[config.mk]
export PLATFORM = sky130hd
export DESIGN_NAME = rr_mux_arbiter
export DESIGN_NICKNAME = d
export VERILOG_FILES = /design/src/rtl/rr_mux_arbiter.sv
export SDC_FILE = /design/constraint.sdc
export NUM_CORES = 1
export LEC_CHECK = 0
export ABC_AREA = 0
export CAP_MARGIN = 10
export CORE_MARGIN = 2
export CORE_UTILIZATION = 42
export DETAILED_ROUTE_END_ITERATION = 8
export PLACE_DENSITY = 0.81
export SYNTH_ARGS = -nofsm -noshare
export SYNTH_HDL_FRONTEND = slang
export SYNTH_SLANG_ARGS = --single-unit
[constraint.sdc]
create_clock -name clk -period 3.8 [get_ports clk]
set_input_delay 0.38 -clock clk [delete_from_list [all_inputs] [get_ports clk]]
set_output_delay 0.38 -clock clk [all_outputs]
set_load 0.01 [all_outputs]
[src/rtl/rr_mux_arbiter.sv]
// rr_mux_arbiter: N:1 multiplexer with an internal round-robin / fixed-priority
// arbiter, a one-beat registered output slot and valid/ready handshakes on both
// sides. Sits between several producer channels and one shared consumer.
`timescale 1ns/1ps

module rr_mux_arbiter #(
    parameter  int NUM_CH = 4,
    parameter  int DATA_W = 8,
    localparam int CH_W   = $clog2(NUM_CH)
) (
    input  logic                     clk,
    input  logic                     rst,
    input  logic                     mode,
    input  logic [NUM_CH-1:0]        in_valid,
    input  logic [NUM_CH*DATA_W-1:0] in_data,
    output logic [NUM_CH-1:0]        in_ready,
    output logic                     out_valid,
    output logic [DATA_W-1:0]        out_data,
    output logic [CH_W-1:0]          out_ch,
    input  logic                     out_ready
);

    logic [CH_W-1:0]   r_rr_ptr;
    logic              r_out_valid;
    logic [DATA_W-1:0] r_out_data;
    logic [CH_W-1:0]   r_out_ch;

    logic              w_slot_free;
    logic              w_found;
    logic              w_transfer;
    logic [CH_W-1:0]   w_grant_ch;
    logic [CH_W-1:0]   w_next_ptr;
    logic [DATA_W-1:0] w_grant_data;
    logic [NUM_CH-1:0] w_in_ready;

    // Channel examined at step k of the round-robin search, wrapping past NUM_CH-1.
    function automatic int rotIndex(input logic [CH_W-1:0] ptr, input int k);
        int s;
        s = int'(ptr) + k;
        if (s >= NUM_CH) begin
            s = s - NUM_CH;
        end
        return s;
    endfunction

    // The slot can take a new beat when empty or being drained this cycle;
    // nothing is granted while reset is held.
    assign w_slot_free = !rst && (!r_out_valid || out_ready);
    assign w_transfer  = w_slot_free && w_found;

    // Arbitration: fixed priority scans from channel 0, round-robin scans from r_rr_ptr.
    always_comb begin
        w_found    = 1'b0;
        w_grant_ch = '0;
        for (int k = 0; k < NUM_CH; k++) begin
            if (mode) begin
                if (!w_found && in_valid[CH_W'(k)]) begin
                    w_found    = 1'b1;
                    w_grant_ch = CH_W'(k);
                end
            end else begin
                if (!w_found && in_valid[CH_W'(rotIndex(r_rr_ptr, k))]) begin
                    w_found    = 1'b1;
                    w_grant_ch = CH_W'(rotIndex(r_rr_ptr, k));
                end
            end
        end
    end

    // Data mux for the granted channel and the one-hot grant back to producers.
    always_comb begin
        w_grant_data = '0;
        w_in_ready   = '0;
        for (int i = 0; i < NUM_CH; i++) begin
            if (w_grant_ch == CH_W'(i)) begin
                w_grant_data  = in_data[i*DATA_W +: DATA_W];
                w_in_ready[i] = w_transfer;
            end
        end
    end

    // Pointer moves to the channel after the winner in both modes, wrapping to 0.
    assign w_next_ptr = (w_grant_ch == CH_W'(NUM_CH - 1)) ? '0 : w_grant_ch + CH_W'(1);

    // Output slot: load on a grant, empty when free with no request, hold while stalled.
    always_ff @(posedge clk or posedge rst) begin
        if (rst) begin
            r_out_valid <= 1'b0;
            r_out_data  <= '0;
            r_out_ch    <= '0;
            r_rr_ptr    <= '0;
        end else if (w_slot_free) begin
            if (w_transfer) begin
                r_out_valid <= 1'b1;
                r_out_data  <= w_grant_data;
                r_out_ch    <= w_grant_ch;
                r_rr_ptr    <= w_next_ptr;
            end else begin
                r_out_valid <= 1'b0;
            end
        end
    end

    assign in_ready  = w_in_ready;
    assign out_valid = r_out_valid;
    assign out_data  = r_out_data;
    assign out_ch    = r_out_ch;

endmodule
==> out/summary.txt <==
Outcome: finished, final reports clean
H-tree Lvls: 1
Minimum clock period after layout: 3570 ps
Power consumption: 0.969 mW
Placed Cells incl. Taps: 228
Hold Crit Class: flip-flop to flip-flop
Post-route ant nets: 0
Max IR drop VDD: 0.459 mV
PostCTS Resize Cnt: 0
Vias in the first global route: 1278
Skew-Pair Late Insertion Delay: 280 ps
Initial core utilization: 0.443
Ant. Diodes: 0
Num ports: 55
DR DRC count: 0
Fin crit share: 0.938
Average cell area after synthesis: 8.20 µm²
Die W: 57.9 µm
Largest net degree at the start of global routing: 26
Simple-gate share of the synthesized area: 0.248
Adder-Cell Fraction of Synth Area: 0.0410
Clock sinks: 13
CTS Buffer Depth: 2
Initial drt markers: 70
Pwr Density: 535 nW/µm²
Pre-Repair DR Iteration Count: 4
Total core area: 2760 µm²
Post-Syn Area: 1220 µm²
Nets: 246
Cell variety after synth: 46
IO Port Bufs: 54
Post-synthesis compound-gate area fraction: 0.328
Sequential area share after synthesis: 0.266
Leakage power: 0.702 nW
Mux cell area share after synthesis: 0.0492
Cell Count, Final, Fillers Out: 232
Post-Syn Nets: 193
Commonest non-fill, non-tap cells in the layout: clkdlybuf4s50_1 (54), a21oi_1 (22), dfrtp_1 (13)
Layout cells sized above 1: 0.104
Clock Skews: 8.69 ps
Final Max Slew Viols: 0
Hold_ws: 487 ps
Full die area: 3350 µm²
Crit-path max FO: 10
Commonest non-fill, non-tap cell in the layout: clkdlybuf4s50_1
WP data arrival: 3190 ps
Die Height: 57.9 µm
Final wirelength: 3650 µm
Critical path data required time: 3420 ps
Setup_tns: 0 ps
MaxCap Viol Count: 0
Number of synthesized flops with an enable pin: 0
Slew @ Worst Pin: 485 ps
Synth warn: 0
Hold buffers post-CTS: 0
Ys async rst share: 1.00
Total GRT Usage: 0.223
Num CTS Buffers: 3
Crit end category: primary output
Grt ovf: 0
CTS root buf: clkbuf_4
Setup Fix Bufs, Post-CTS: 0
Setup Crit Path Kind: primary input to primary output
Critical path launch point type: primary input
Routed vias/inst: 5.74
Routability cong.: 0.933
Final Hold Viols: 0
XOR/XNOR share of the synthesized area: 0
# rows: 19
RSZ-0062 raised after global routing: no
Area Overhead vs Synth: 48.2%
Synth Register Bits: 13
Prevailing post-synth register cell: dfrtp_1
First-pass GRT wire length: 5930 µm
Initial antenna violation count: 0
Main combinational cell family by area after synthesis: compound AO/OA/AOI/OAI gates
Reg clk slew, reported paths: 90 ps
Max Freq: 281 MHz
CTS tree: yes
Mean routed wirelength per cell: 15.7 µm
Max_slew headroom: 0.677
Syn Inst Count: 149
Setup Viol. Count Final: 0
Via count: 1331
Detail Placement HPWL: 2910 µm
per-stage QoR:
stage / cell area [µm²] / worst slack (ps) / util
2_1_floorplan: 1220 / 1040 / -
3_3_place_gp: 1780 / 300 / 0.646
3_5_place_dp: 1780 / 186 / 0.646
4_1_cts: 1810 / 255 / 0.656
5_1_grt: 1810 / 110 / 0.656
6_report: 1810 / 235 / 0.656
kinds of logic (layout without fill, tap and decap cells):
kind of cell,Yosys count,after routing
AO/OA/AOI/OAI,55,55
adder cells (fa/ha/maj),4,4
buffers and inverters,18,70
flip-flops,13,13
multiplexers,4,4
AND/OR/NAND/NOR,55,55
power by group:
group / switching, mW / internal [mW] / total (mW)
Combinational: 0.302 / 0.320 / 0.622
Clock: 0.0467 / 0.0390 / 0.0857
Sequential: 0.0662 / 0.195 / 0.261
path summary, 6_finish.rpt:
path / slack, ps / from / endpoint / depth (start not counted)
setup / recovery: 230 / in_valid[0] / in_ready[3] / 9
min in group asynchronous: 550 / rst / out_valid$_DFFE_PP0P_ / 2
setup reg to reg: 450 / r_rr_ptr[0]$_DFFE_PP0P_ / out_data[4]$_DFFE_PP0P_ / 12
hold / removal: 490 / out_ch[1]$_DFFE_PP0P_ / out_ch[1]$_DFFE_PP0P_ / 2
max in group asynchronous: 2910 / rst / out_data[4]$_DFFE_PP0P_ / 2
hold reg to reg: 490 / out_ch[1]$_DFFE_PP0P_ / out_ch[1]$_DFFE_PP0P_ / 2
flip-flops by register name, summed over array words and instances, names as in the netlist:
register   cells
out_valid      1
r_rr_ptr       2
out_data       8
out_ch         2
layer usage:
metal	part of all wire	global-route usage
met5	0	0
met4	0.019	0.0664
met3	0.062	0.0379
met2	0.48	0.328
met1	0.44	0.335
synth_stat cells, types with 2 or more instances:
| cell type | count | share of area |
|---|---|---|
| nand2_1 | 6 | 0.018 |
| nor2b_1 | 10 | 0.051 |
| o21a_1 | 2 | 0.012 |
| ha_1 | 4 | 0.041 |
| o211ai_1 | 2 | 0.012 |
| nor2_1 | 11 | 0.034 |
| o21ai_0 | 5 | 0.020 |
| a21oi_1 | 22 | 0.090 |
| nor3_1 | 8 | 0.033 |
| nor3b_1 | 2 | 0.012 |
| inv_1 | 6 | 0.018 |
| and2_1 | 5 | 0.026 |
| mux2_2 | 2 | 0.018 |
| a31oi_1 | 3 | 0.015 |
| dfrtp_1 | 13 | 0.27 |
| buf_2 | 3 | 0.012 |
| a221oi_1 | 7 | 0.050 |
| clkbuf_1 | 6 | 0.018 |
| nand3_1 | 2 | 0.0082 |
| nand2b_1 | 4 | 0.020 |
worst max-delay path: stages:
cell and delay [ps]:
clkdlybuf4s50_1 730, nand2_2 130, or4_4 460, o32ai_4 200, o21ai_1 150, a22oi_1 240, ha_1 220, and2_1 130
clkdlybuf4s50_1 540
cell type report:
| cell class | count | area, µm² |
|---|---|---|
| fillers | 240 | 948 |
| multi-input cells | 118 | 813 |
| repair buffers | 59 | 578 |
| flip-flops and latches | 13 | 325 |
| well taps | 31 | 38.8 |
| inverters | 7 | 26.3 |
| clock buffers | 3 | 22.5 |
| clock inverters | 1 | 5.00 |
Note: power is estimated with default switching activity, not from simulation.
